File: src/rtl/lcd_pkg.sv
// lcd_pkg: shared types and constants for the LCD command queue.
//   state_e      - drain FSM states
//   lcd_entry_t  - one queued LCD byte with its register-select bit
//   OP_PUSH / OP_STATUS - custom-instruction opcodes (dataA[1])
//   FULL_CODE    - result returned for a push rejected by a full queue
//   INIT_*       - power-on controller init sequence (used when
//                  LCD_QUEUE_AUTOINIT_EN is defined)
package lcd_pkg;

    typedef enum logic [1:0] {
        ST_INIT  = 2'd0,
        ST_IDLE  = 2'd1,
        ST_ISSUE = 2'd2,
        ST_WAIT  = 2'd3
    } state_e;

    typedef struct packed {
        logic       rs;
        logic [7:0] data;
    } lcd_entry_t;

    localparam logic        OP_PUSH   = 1'b0;
    localparam logic        OP_STATUS = 1'b1;
    localparam logic [31:0] FULL_CODE = 32'hFFFF_FFFF;

    localparam logic [7:0] INIT_FUNC_SET = 8'h38;  // 8-bit bus, 2 lines, 5x8 font
    localparam logic [7:0] INIT_DISP_ON  = 8'h0C;  // display on, cursor off
    localparam logic [7:0] INIT_ENTRY    = 8'h06;  // increment, no shift
    localparam logic [7:0] INIT_CLEAR    = 8'h01;  // clear display

    localparam int unsigned INIT_LEN   = 4;
    localparam int unsigned INIT_IDX_W = 2;
    localparam logic [INIT_IDX_W-1:0] INIT_LAST = INIT_IDX_W'(INIT_LEN - 1);

    // Init sequence lookup, in issue order.
    function automatic logic [7:0] init_rom(input logic [INIT_IDX_W-1:0] idx);
        logic [7:0] b;
        case (idx)
            2'd0:    b = INIT_FUNC_SET;
            2'd1:    b = INIT_DISP_ON;
            2'd2:    b = INIT_ENTRY;
            default: b = INIT_CLEAR;
        endcase
        return b;
    endfunction

endpackage

File: src/rtl/lcd_cmd_fifo.sv
// lcd_cmd_fifo: synchronous FIFO of lcd_entry_t with occupancy count.
//   clk, reset_n  - clock, async active-low reset (clears pointers/count)
//   i_push/i_wdata - enqueue request; ignored when full
//   i_pop         - dequeue request; ignored when empty
//   o_rdata_c     - current head entry (combinational)
//   o_full_c/o_empty_c - status derived from the registered count
//   o_count       - registered occupancy, 0..DEPTH
module lcd_cmd_fifo
    import lcd_pkg::*;
#(
    parameter int unsigned DEPTH = 16,
    parameter int unsigned CW    = $clog2(DEPTH) + 1
) (
    input  logic          clk,
    input  logic          reset_n,
    input  logic          i_push,
    input  lcd_entry_t    i_wdata,
    input  logic          i_pop,
    output lcd_entry_t    o_rdata_c,
    output logic          o_full_c,
    output logic          o_empty_c,
    output logic [CW-1:0] o_count
);

    localparam int unsigned AW = $clog2(DEPTH);

    lcd_entry_t    r_mem [DEPTH];
    logic [AW-1:0] r_wr_ptr;
    logic [AW-1:0] r_rd_ptr;
    logic [CW-1:0] r_count;
    logic          w_push_ok;
    logic          w_pop_ok;

    assign o_full_c  = (r_count == CW'(DEPTH));
    assign o_empty_c = (r_count == '0);
    assign o_count   = r_count;
    assign o_rdata_c = r_mem[r_rd_ptr];

    assign w_push_ok = i_push & ~o_full_c;
    assign w_pop_ok  = i_pop & ~o_empty_c;

    // Storage array carries no reset; only pointers define validity.
    always_ff @(posedge clk) begin
        if (w_push_ok) begin
            r_mem[r_wr_ptr] <= i_wdata;
        end
    end

    // Pointers wrap naturally because DEPTH is a power of two.
    always_ff @(posedge clk or negedge reset_n) begin
        if (!reset_n) begin
            r_wr_ptr <= '0;
            r_rd_ptr <= '0;
            r_count  <= '0;
        end else begin
            if (w_push_ok) begin
                r_wr_ptr <= r_wr_ptr + AW'(1);
            end
            if (w_pop_ok) begin
                r_rd_ptr <= r_rd_ptr + AW'(1);
            end
            case ({w_push_ok, w_pop_ok})
                2'b10:   r_count <= r_count + CW'(1);
                2'b01:   r_count <= r_count - CW'(1);
                default: r_count <= r_count;
            endcase
        end
    end

endmodule

File: src/rtl/lcd_cmd_queue.sv
// lcd_cmd_queue: custom-instruction front end that queues LCD bytes and
// drains them one at a time to a downstream byte writer.
//   clk, reset_n        - clock, async active-low reset
//   clk_en, start       - instruction request (start honoured only with clk_en)
//   dataA[1]            - opcode: 0 push, 1 status; dataA[0] = RS for push
//   dataB[7:0]          - LCD byte for push
//   result, done        - return value and one-cycle completion pulse
//   wr_start/wr_rs/wr_data - byte issue to downstream writer
//   wr_done             - downstream completion pulse (honoured in WAIT only)
// Build option: LCD_QUEUE_AUTOINIT_EN enables the power-on init sequence;
// when undefined the queue is ready straight out of reset.
module lcd_cmd_queue
    import lcd_pkg::*;
#(
    parameter int unsigned DEPTH = 16,
    parameter int unsigned CW    = $clog2(DEPTH) + 1
) (
    input  logic        clk,
    input  logic        reset_n,
    input  logic        clk_en,
    input  logic        start,
    input  logic [31:0] dataA,
    input  logic [31:0] dataB,
    output logic [31:0] result,
    output logic        done,
    output logic        wr_start,
    output logic        wr_rs,
    output logic [7:0]  wr_data,
    input  logic        wr_done
);

    state_e        r_state;
    state_e        w_state_nxt;
    logic          w_pop;
    logic          w_wr_start_nxt;
    logic          w_wr_rs_nxt;
    logic [7:0]    w_wr_data_nxt;
    logic          w_init_done;

    lcd_entry_t    w_head;
    lcd_entry_t    w_push_entry;
    logic          w_full;
    logic          w_empty;
    logic [CW-1:0] w_count;
    logic [CW-1:0] w_cnt_after;

    logic          w_sample;
    logic          w_is_push;
    logic          w_fifo_push;
    logic          w_busy;
    logic [31:0]   w_status;
    logic          w_unused;

`ifdef LCD_QUEUE_AUTOINIT_EN
    logic [INIT_IDX_W-1:0] r_init_idx;
    logic [INIT_IDX_W-1:0] w_init_idx_nxt;
    logic                  r_init_done;
    logic                  w_init_done_nxt;

    assign w_init_done = r_init_done;
`else
    assign w_init_done = 1'b1;
`endif

    // Instruction decode; fullness is judged on the pre-edge count.
    assign w_sample     = clk_en & start;
    assign w_is_push    = (dataA[1] == OP_PUSH);
    assign w_fifo_push  = w_sample & w_is_push & ~w_full;
    assign w_push_entry = '{rs: dataA[0], data: dataB[7:0]};
    assign w_busy       = (r_state != ST_IDLE) | ~w_empty;
    assign w_status     = {22'b0, w_init_done, w_busy, 3'b0, 5'(w_count)};
    // Occupancy once this edge's push and any concurrent pop have landed.
    assign w_cnt_after  = w_count + CW'(1) - CW'(w_pop);
    assign w_unused     = ^{dataA[31:2], dataB[31:8]};

    lcd_cmd_fifo #(
        .DEPTH (DEPTH),
        .CW    (CW)
    ) u_fifo (
        .clk       (clk),
        .reset_n   (reset_n),
        .i_push    (w_fifo_push),
        .i_wdata   (w_push_entry),
        .i_pop     (w_pop),
        .o_rdata_c (w_head),
        .o_full_c  (w_full),
        .o_empty_c (w_empty),
        .o_count   (w_count)
    );

    // Instruction result/done register.
    always_ff @(posedge clk or negedge reset_n) begin
        if (!reset_n) begin
            done   <= 1'b0;
            result <= '0;
        end else begin
            done <= w_sample;
            if (w_sample) begin
                if (!w_is_push) begin
                    result <= w_status;
                end else if (w_full) begin
                    result <= FULL_CODE;
                end else begin
                    result <= 32'(w_cnt_after);
                end
            end
        end
    end

    // Drain FSM state register.
    always_ff @(posedge clk or negedge reset_n) begin
        if (!reset_n) begin
`ifdef LCD_QUEUE_AUTOINIT_EN
            r_state <= ST_INIT;
`else
            r_state <= ST_IDLE;
`endif
        end else begin
            r_state <= w_state_nxt;
        end
    end

    // Drain FSM next-state and issue-register next values.
    always_comb begin
        w_state_nxt    = r_state;
        w_pop          = 1'b0;
        w_wr_start_nxt = 1'b0;
        w_wr_rs_nxt    = wr_rs;
        w_wr_data_nxt  = wr_data;
`ifdef LCD_QUEUE_AUTOINIT_EN
        w_init_idx_nxt  = r_init_idx;
        w_init_done_nxt = r_init_done;
`endif
        case (r_state)
            ST_INIT: begin
`ifdef LCD_QUEUE_AUTOINIT_EN
                w_wr_rs_nxt    = 1'b0;
                w_wr_data_nxt  = init_rom(r_init_idx);
                w_wr_start_nxt = 1'b1;
                w_state_nxt    = ST_ISSUE;
`else
                w_state_nxt = ST_IDLE;
`endif
            end
            ST_IDLE: begin
                if (!w_empty && w_init_done) begin
                    w_pop          = 1'b1;
                    w_wr_rs_nxt    = w_head.rs;
                    w_wr_data_nxt  = w_head.data;
                    w_wr_start_nxt = 1'b1;
                    w_state_nxt    = ST_ISSUE;
                end
            end
            ST_ISSUE: begin
                w_state_nxt = ST_WAIT;
            end
            ST_WAIT: begin
                if (wr_done) begin
`ifdef LCD_QUEUE_AUTOINIT_EN
                    if (!r_init_done) begin
                        if (r_init_idx == INIT_LAST) begin
                            w_init_done_nxt = 1'b1;
                            w_state_nxt     = ST_IDLE;
                        end else begin
                            w_init_idx_nxt = r_init_idx + INIT_IDX_W'(1);
                            w_state_nxt    = ST_INIT;
                        end
                    end else begin
                        w_state_nxt = ST_IDLE;
                    end
`else
                    w_state_nxt = ST_IDLE;
`endif
                end
            end
            default: begin
                w_state_nxt = ST_IDLE;
            end
        endcase
    end

    // Issue registers: wr_start pulses during ISSUE, rs/data held until next load.
    always_ff @(posedge clk or negedge reset_n) begin
        if (!reset_n) begin
            wr_start <= 1'b0;
            wr_rs    <= 1'b0;
            wr_data  <= '0;
`ifdef LCD_QUEUE_AUTOINIT_EN
            r_init_idx  <= '0;
            r_init_done <= 1'b0;
`endif
        end else begin
            wr_start <= w_wr_start_nxt;
            wr_rs    <= w_wr_rs_nxt;
            wr_data  <= w_wr_data_nxt;
`ifdef LCD_QUEUE_AUTOINIT_EN
            r_init_idx  <= w_init_idx_nxt;
            r_init_done <= w_init_done_nxt;
`endif
        end
    end

endmodule

File: config.mk
export PLATFORM = sky130hd
export DESIGN_NAME = lcd_cmd_queue
export DESIGN_NICKNAME = d
export VERILOG_FILES = /design/src/rtl/lcd_pkg.sv /design/src/rtl/lcd_cmd_fifo.sv /design/src/rtl/lcd_cmd_queue.sv
export SDC_FILE = /design/constraint.sdc
export NUM_CORES = 1
export LEC_CHECK = 0
export BUFFER_PORTS_ARGS = -buffer_cell sky130_fd_sc_hd__buf_2
export CORE_ASPECT_RATIO = 1.1
export CORE_UTILIZATION = 55
export DETAILED_ROUTE_END_ITERATION = 10
export PLACE_DENSITY = 0.88
export SETUP_SLACK_MARGIN = 0.15
export SLEW_MARGIN = 15
export SYNTH_ARGS = -nofsm -noshare
export SYNTH_HDL_FRONTEND = slang
export SYNTH_SLANG_ARGS = --single-unit
File: constraint.sdc
create_clock -name clk -period 6.21 [get_ports clk]
set_clock_uncertainty 0.05 [all_clocks]
set_input_delay 1.242 -clock clk [delete_from_list [all_inputs] [get_ports clk]]
set_output_delay 1.242 -clock clk [all_outputs]
set_load 0.01 [all_outputs]
==> results.json, run 1 <==
{
  "die_y_um": 124,
  "synth.most_common_cell": "edfxtp_1",
  "grt_usage_pct": 22.1,
  "clockBufferDepth": 2,
  "synth.net_count": 515,
  "cts_tree": "yes",
  "grt_first_pass_wirelength_um": 22300,
  "drc_errors": 0,
  "critical_path.max_stage_delay_ns": 0.83,
  "async_flop_share_pct": 19.1,
  "avgRoutedWirePerCell_um": 22.3,
  "area_growth_pct": 10.6,
  "r2r-start": "u_fifo.o_count[0]$_DFFE_PN0P_",
  "ys.flop_type": "edfxtp_1",
  "worst_slack_ns": 2.73,
  "antenna_found_initial": 0,
  "fp.dieW_um": 113,
  "endpoint": "result[4]$_DFFE_PN0P_",
  "max_clock_freq_mhz": 287,
  "critPathKind": "flop to flop",
  "crit_path_start_kind": "flop",
  "num-fill-cells": 871,
  "netlist_area_mm2": 0.00749,
  "preCtsSetupSlack_ns": 2.59,
  "io_pins": 112,
  "die_area_mm2": 0.0141,
  "power.internal_mw": 2.47,
  "dr_total_vias": 3989,
  "ir_worst_vdd_mv": 0.276,
  "cpMostUsedCell": "ha_1",
  "cts_made_buffers": 17,
  "tightestPinTransition_ns": 1.15,
  "synth.distinct_cells": 44,
  "postSynthAreaPerCell_um2": 17.3,
  "rr_worst_depth": 11,
  "synthTopCellsByArea": "edfxtp_1 (58%), dfrtp_1 (11%), mux4_2 (7.8%), mux4_1 (3.5%), buf_4 (2.7%)",
  "period_needed_ns": 3.48,
  "seqCellArea_mm2": 0.00518,
  "grt_overflow": 0,
  "antenna_cells": 0,
  "worst_ep_arrival_time_ns": 3.73,
  "r2r_slack_ns": 2.73,
  "endpoint_kind": "flop",
  "clock-sinks": 178,
  "slew_headroom_pct": 23.4,
  "critPathSlowestCell": "o21a_1",
  "min_path_type": "flop to flop",
  "yosysTopAreaCell": "edfxtp_1",
  "p_leak_nw": 2.96,
  "power.share.clock_pct": 27.9,
  "portBuffers": 57,
  "grt_pass1_vias": 4060,
  "drt-total-wl_um": 14300,
  "tns_ns": 0,
  "ys_warn_count": 0,
  "path_clk_slew_ns": 0.07,
  "power_per_cell_area_mw_per_mm2": 447,
  "coreArea_mm2": 0.0132,
  "yosysSeqAreaShare_pct": 69.1,
  "synth_common_cells": "edfxtp_1 (144), dfrtp_1 (33), buf_4 (27), mux4_2 (26), nor2_1 (19)",
  "final_nets": 549,
  "crit_family": "compound AO/OA/AOI/OAI gates",
  "htreeDepth": 4,
  "clock-root-buffer": "clkbuf_16",
  "run_status": "finished clean",
  "ys_ff_latch": 178,
  "multi_input_area_mm2": 0.00200,
  "crit_path_max_fanout": 26,
  "clk_latency_ns": 0.44,
  "grt_max_degree": 39,
  "required_ns": 6.47,
  "switching_share_pct": 33.2,
  "final-setup-viol-count": 0,
  "pwr-share-comb_pct": 28.6,
  "maxSlewViolCount": 0,
  "post_cts_buffers": 0,
  "dp_hpwl_um": 8660,
  "switching_power_mw": 1.23,
  "cp.depth": 11,
  "drtIter0Drc": 358,
  "gp_congestion": 0.821,
  "period_share_pct": 56.0,
  "worstHoldStart": "result[2]$_DFFE_PN0P_",
  "syn_inst": 433,
  "rows": 44,
  "routed_via_density": 6.22,
  "crit_chain": "inv_1 -> ha_1 -> or3b_1 -> o21a_1 -> ha_1 -> ha_1 -> nor2_1 -> a211o_1 -> a21oi_1 -> and3_1 -> o31ai_1",
  "initial_core_util_pct": 56.7,
  "dr.pass1.iters": 5,
  "cts_hold_buf": 0,
  "finalHoldViolCount": 0,
  "drive_gt1_share_pct": 28.1,
  "synth_edf_count": 144,
  "reg2reg_to": "result[4]$_DFFE_PN0P_",
  "rsz0062_at_grt": "no",
  "crit_buf_inv": 1,
  "cp-startpoint": "u_fifo.o_count[0]$_DFFE_PN0P_",
  "cts_resized": 0,
  "synth_top_area_share_pct": 57.8,
  "drt.antenna.violating_nets": 0,
  "max_cap_viol_count": 0,
  "pwr-share-seq_pct": 43.6
}
## power by group through the flow
stage / clock network, mW / registers, mW / logic [mW]
2_1_floorplan: 0 / 1.54 / 0.876
3_3_place_gp: 0 / 1.62 / 0.986
3_5_place_dp: 0 / 1.63 / 1.04
4_1_cts: 1.04 / 1.61 / 1.06
5_1_grt: 1.08 / 1.63 / 1.15
6_report: 1.03 / 1.61 / 1.06
## placed cells by master, fill, tap and decap left out, drive strengths merged, types with 4 or more instances in the layout
cell type	instances
edfxtp	144
buf	59
mux4	36
dfrtp	33
nor2	19
nand2	19
a21oi	17
clkbuf	17
inv	17
ha	13
nor2b	11
o21ai	10
a211oi	9
mux2	9
xnor2	9
o22ai	8
nand3	6
nor3	5
nand2b	4
clkinv	4
## worst register-to-register path: stages, from the launching register on
cell     delay (ns)
dfrtp_1        0.49
inv_1          0.13
ha_1           0.25
or3b_1         0.21
o21a_1         0.83
ha_1           0.33
ha_1           0.25
nor2_1         0.08
a211o_1        0.27
a21oi_1        0.19
and3_1         0.18
o31ai_1        0.07
## logic make-up (layout without fill, tap and decap cells)
group	count (synthesis)	count (layout)	synth area share [%]
multiplexers	48	48	13.1
flip-flops	178	178	69.1
buffers and inverters	53	100	4.46
adder cells (fa/ha/maj)	13	13	2.17
XOR/XNOR	12	12	1.40
AND/OR/NAND/NOR	72	72	4.85
AO/OA/AOI/OAI	57	57	4.88
## metal layers
metal	vias to the layer above	global-route usage (%)	share of wire, %
li1	1727	-	-
met3	34	7.06	6.4
met5	-	0	0
met4	0	8.90	2.8
met1	2012	27.4	39
met2	216	36.1	51
## per-stage QoR
step	power (mW)	instance area (um2)	cells	util [%]	hold WS (ns)
after floorplan	2.42	7490	433	-	0.421
after global placement	2.61	7710	609	58.3	0.408
after detailed placement	2.67	7710	609	58.3	0.412
after CTS	3.70	8280	641	62.6	0.427
after global routing	3.86	8280	641	62.6	0.455
final	3.70	8280	641	62.6	0.422
## worst min path at each step
stage / end / depth (start not counted)
2_1_floorplan: r_state[0]$_DFFE_PN1P_ / 2
3_3_place_gp: result[1]$_DFFE_PN0P_ / 2
3_5_place_dp: result[2]$_DFFE_PN0P_ / 1
4_1_cts: result[2]$_DFFE_PN0P_ / 1
5_1_grt: result[9]$_DFFE_PN0P_ / 1
6_report: result[2]$_DFFE_PN0P_ / 1
## state kept, by name (all words and copies together), names as in the netlist
name,cells
r_state,2
u_fifo.r_mem,144
u_fifo.r_rd_ptr,4
wr_data,8
result,8
u_fifo.r_wr_ptr,4
done,1
u_fifo.o_count,5
wr_rs,1
wr_start,1
## cell type report
| cell class | instances | area share [%] |
|---|---|---|
| well taps | 161 | 2.43 |
| flip-flops and latches | 178 | 62.6 |
| clock buffers | 17 | 5.14 |
| multi-input cells | 202 | 24.1 |
| clock inverters | 15 | 1.72 |
| inverters | 9 | 0.408 |
| repair buffers | 59 | 3.63 |
(Power assumes the default switching activity.)
==> run 2, diff against run 1 <==
--- a/config.mk
+++ b/config.mk
@@ -7,9 +7,9 @@
 export LEC_CHECK = 0
 export BUFFER_PORTS_ARGS = -buffer_cell sky130_fd_sc_hd__buf_2
 export CORE_ASPECT_RATIO = 1.1
-export CORE_UTILIZATION = 55
+export CORE_UTILIZATION = 51
 export DETAILED_ROUTE_END_ITERATION = 10
-export PLACE_DENSITY = 0.88
+export PLACE_DENSITY = 0.86
 export SETUP_SLACK_MARGIN = 0.15
 export SLEW_MARGIN = 15
 export SYNTH_ARGS = -nofsm -noshare
==> constraint.sdc (replaced) <==
create_clock -name clk -period 3 [get_ports clk]
set_clock_uncertainty 0.05 [all_clocks]
set_input_delay 0.6 -clock clk [delete_from_list [all_inputs] [get_ports clk]]
set_output_delay 0.6 -clock clk [all_outputs]
set_load 0.01 [all_outputs]
==> run 2 against run 1 <==
Maximum frequency up 31%; utilization down 3.9 points; clock-buffer cell count up 2; die area up 7.7%; register-to-register slack worse by 2.4 ns; critical path depth down 1; via count down 0.68%; sequential share of layout area down 1.3 points; sequential power up 100%.
==> results.json, run 2 (synthesis results as in run 1) <==
{
  "tightestPinTransition_ns": 0.823,
  "clock-root-buffer": "clkbuf_16",
  "power.share.clock_pct": 26.9,
  "rr_worst_depth": 10,
  "path_clk_slew_ns": 0.06,
  "coreArea_mm2": 0.0144,
  "crit_family": "compound AO/OA/AOI/OAI gates",
  "grt_usage_pct": 20.1,
  "htreeDepth": 4,
  "antenna_found_initial": 0,
  "max_cap_viol_count": 0,
  "final-setup-viol-count": 0,
  "finalHoldViolCount": 0,
  "min_path_type": "primary input to asynchronous set/reset pin",
  "antenna_cells": 0,
  "gp_congestion": 0.804,
  "tns_ns": 0,
  "whs_ns": 0.216,
  "drive_gt1_share_pct": 29.8,
  "worst_ep_arrival_time_ns": 2.91,
  "rsz0062_at_grt": "no",
  "cts_resized": 0,
  "rows": 46,
  "die_area_mm2": 0.0152,
  "cpMostUsedCell": "ha_1",
  "cts_made_buffers": 17,
  "num-fill-cells": 1009,
  "max_flop_register": "u_fifo.r_mem",
  "crit_path_start_kind": "flop",
  "area_growth_pct": 12.9,
  "avgRoutedWirePerCell_um": 20.5,
  "critPathSlowestCell": "dfrtp_1",
  "crit_path_max_fanout": 7,
  "pwr-share-comb_pct": 30.4,
  "largest_reg_flops": 144,
  "cts_hold_buf": 0,
  "maxSlewViolCount": 0,
  "grt_overflow": 0,
  "run_status": "finished clean",
  "r2r-start": "u_fifo.o_count[1]$_DFFE_PN0P_",
  "post_cts_buffers": 0,
  "die_y_um": 129,
  "cp.depth": 10,
  "portBuffers": 57,
  "final_nets": 572,
  "pwr-share-seq_pct": 42.7,
  "dr.pass1.iters": 4,
  "clockBufferDepth": 2,
  "crit_buf_inv": 1,
  "layout_commonest_cell": "edfxtp_1",
  "endpoint_kind": "flop",
  "initial_core_util_pct": 52.0,
  "period_share_pct": 88.3,
  "switching_power_mw": 2.36,
  "top_regs": "u_fifo.r_mem (144), result (8), wr_data (8)",
  "preCtsSetupSlack_ns": 0.354,
  "numPlacedInstances": 663,
  "grt_first_pass_wirelength_um": 22100,
  "period_needed_ns": 2.65,
  "dp_hpwl_um": 9420,
  "slew_headroom_pct": 45.2,
  "grt_pass1_vias": 4058,
  "routed_via_density": 5.70,
  "total_power_mw": 7.57,
  "cts_tree": "yes",
  "switching_share_pct": 31.2,
  "drt-total-wl_um": 14300,
  "p_leak_nw": 3.07,
  "drtIter0Drc": 337,
  "power_per_cell_area_mw_per_mm2": 896,
  "required_ns": 3.26,
  "max_clock_freq_mhz": 377,
  "io_pins": 112,
  "ir_worst_vdd_mv": 0.469,
  "fp.dieW_um": 118,
  "crit_chain": "inv_1 -> ha_1 -> or3b_1 -> o21a_1 -> ha_1 -> ha_1 -> a211o_1 -> a21oi_1 -> and3_1 -> o31ai_1",
  "power.internal_mw": 5.21,
  "drt.antenna.violating_nets": 0,
  "clk_latency_ns": 0.43,
  "drc_errors": 0,
  "worst_slack_ns": 0.351,
  "critical_path.max_stage_delay_ns": 0.45,
  "final_cells": 695,
  "grt_max_degree": 39,
  "cp-startpoint": "u_fifo.o_count[1]$_DFFE_PN0P_",
  "dr_total_vias": 3962,
  "clock-sinks": 178,
  "final_cell_mix": "edfxtp_1 (144), buf_2 (57), dfrtp_1 (33)",
  "critPathKind": "flop to flop"
}
run 2: final timing paths:
check	slack (ns)	end
worst max-delay path	0.35	result[4]$_DFFE_PN0P_
worst min-delay path	0.22	result[30]$_DFFE_PN0P_
worst max register to register	0.35	result[4]$_DFFE_PN0P_
worst min register to register	0.43	result[2]$_DFFE_PN0P_
max in group asynchronous	2.18	u_fifo.r_rd_ptr[3]$_DFFE_PN0P_
min in group clk	0.43	result[2]$_DFFE_PN0P_
run 2: layer usage:
| layer | wire [um] | share of wire, % | GRT usage, % | vias to the layer above |
|---|---|---|---|---|
| met5 | 0 | 0 | 0 | - |
| met4 | 301 | 2.1 | 10.9 | 0 |
| met3 | 1010 | 7.1 | 3.96 | 19 |
| met2 | 7440 | 52 | 34.9 | 176 |
| met1 | 5510 | 39 | 24.0 | 1996 |
| li1 | - | - | - | 1771 |
run 2: metrics by stage:
step	area (um2)	util (%)
floorplan	7490	-
global placement	7910	55.0
detailed placement	7910	55.0
CTS	8450	58.8
global route	8450	58.8
finish	8450	58.8
run 2: power by group through the flow:
stage | sequential [mW] | clock (mW) | combinational [mW]
3_5_place_dp | 3.28 | 0 | 2.31
6_report | 3.23 | 2.04 | 2.30
5_1_grt | 3.27 | 2.15 | 2.52
3_3_place_gp | 3.26 | 0 | 2.20
2_1_floorplan | 3.19 | 0 | 1.82
4_1_cts | 3.23 | 2.06 | 2.32
run 2: area by class of cell:
type | instances | area [um2] | share of cell area, %
tap | 192 | 240 | 2.84
clock buffer | 19 | 433 | 5.12
timing repair buffer | 82 | 485 | 5.74
inverter | 9 | 33.8 | 0.400
sequential | 178 | 5180 | 61.2
clock inverter | 13 | 110 | 1.30
multi-input combinational | 202 | 1980 | 23.4
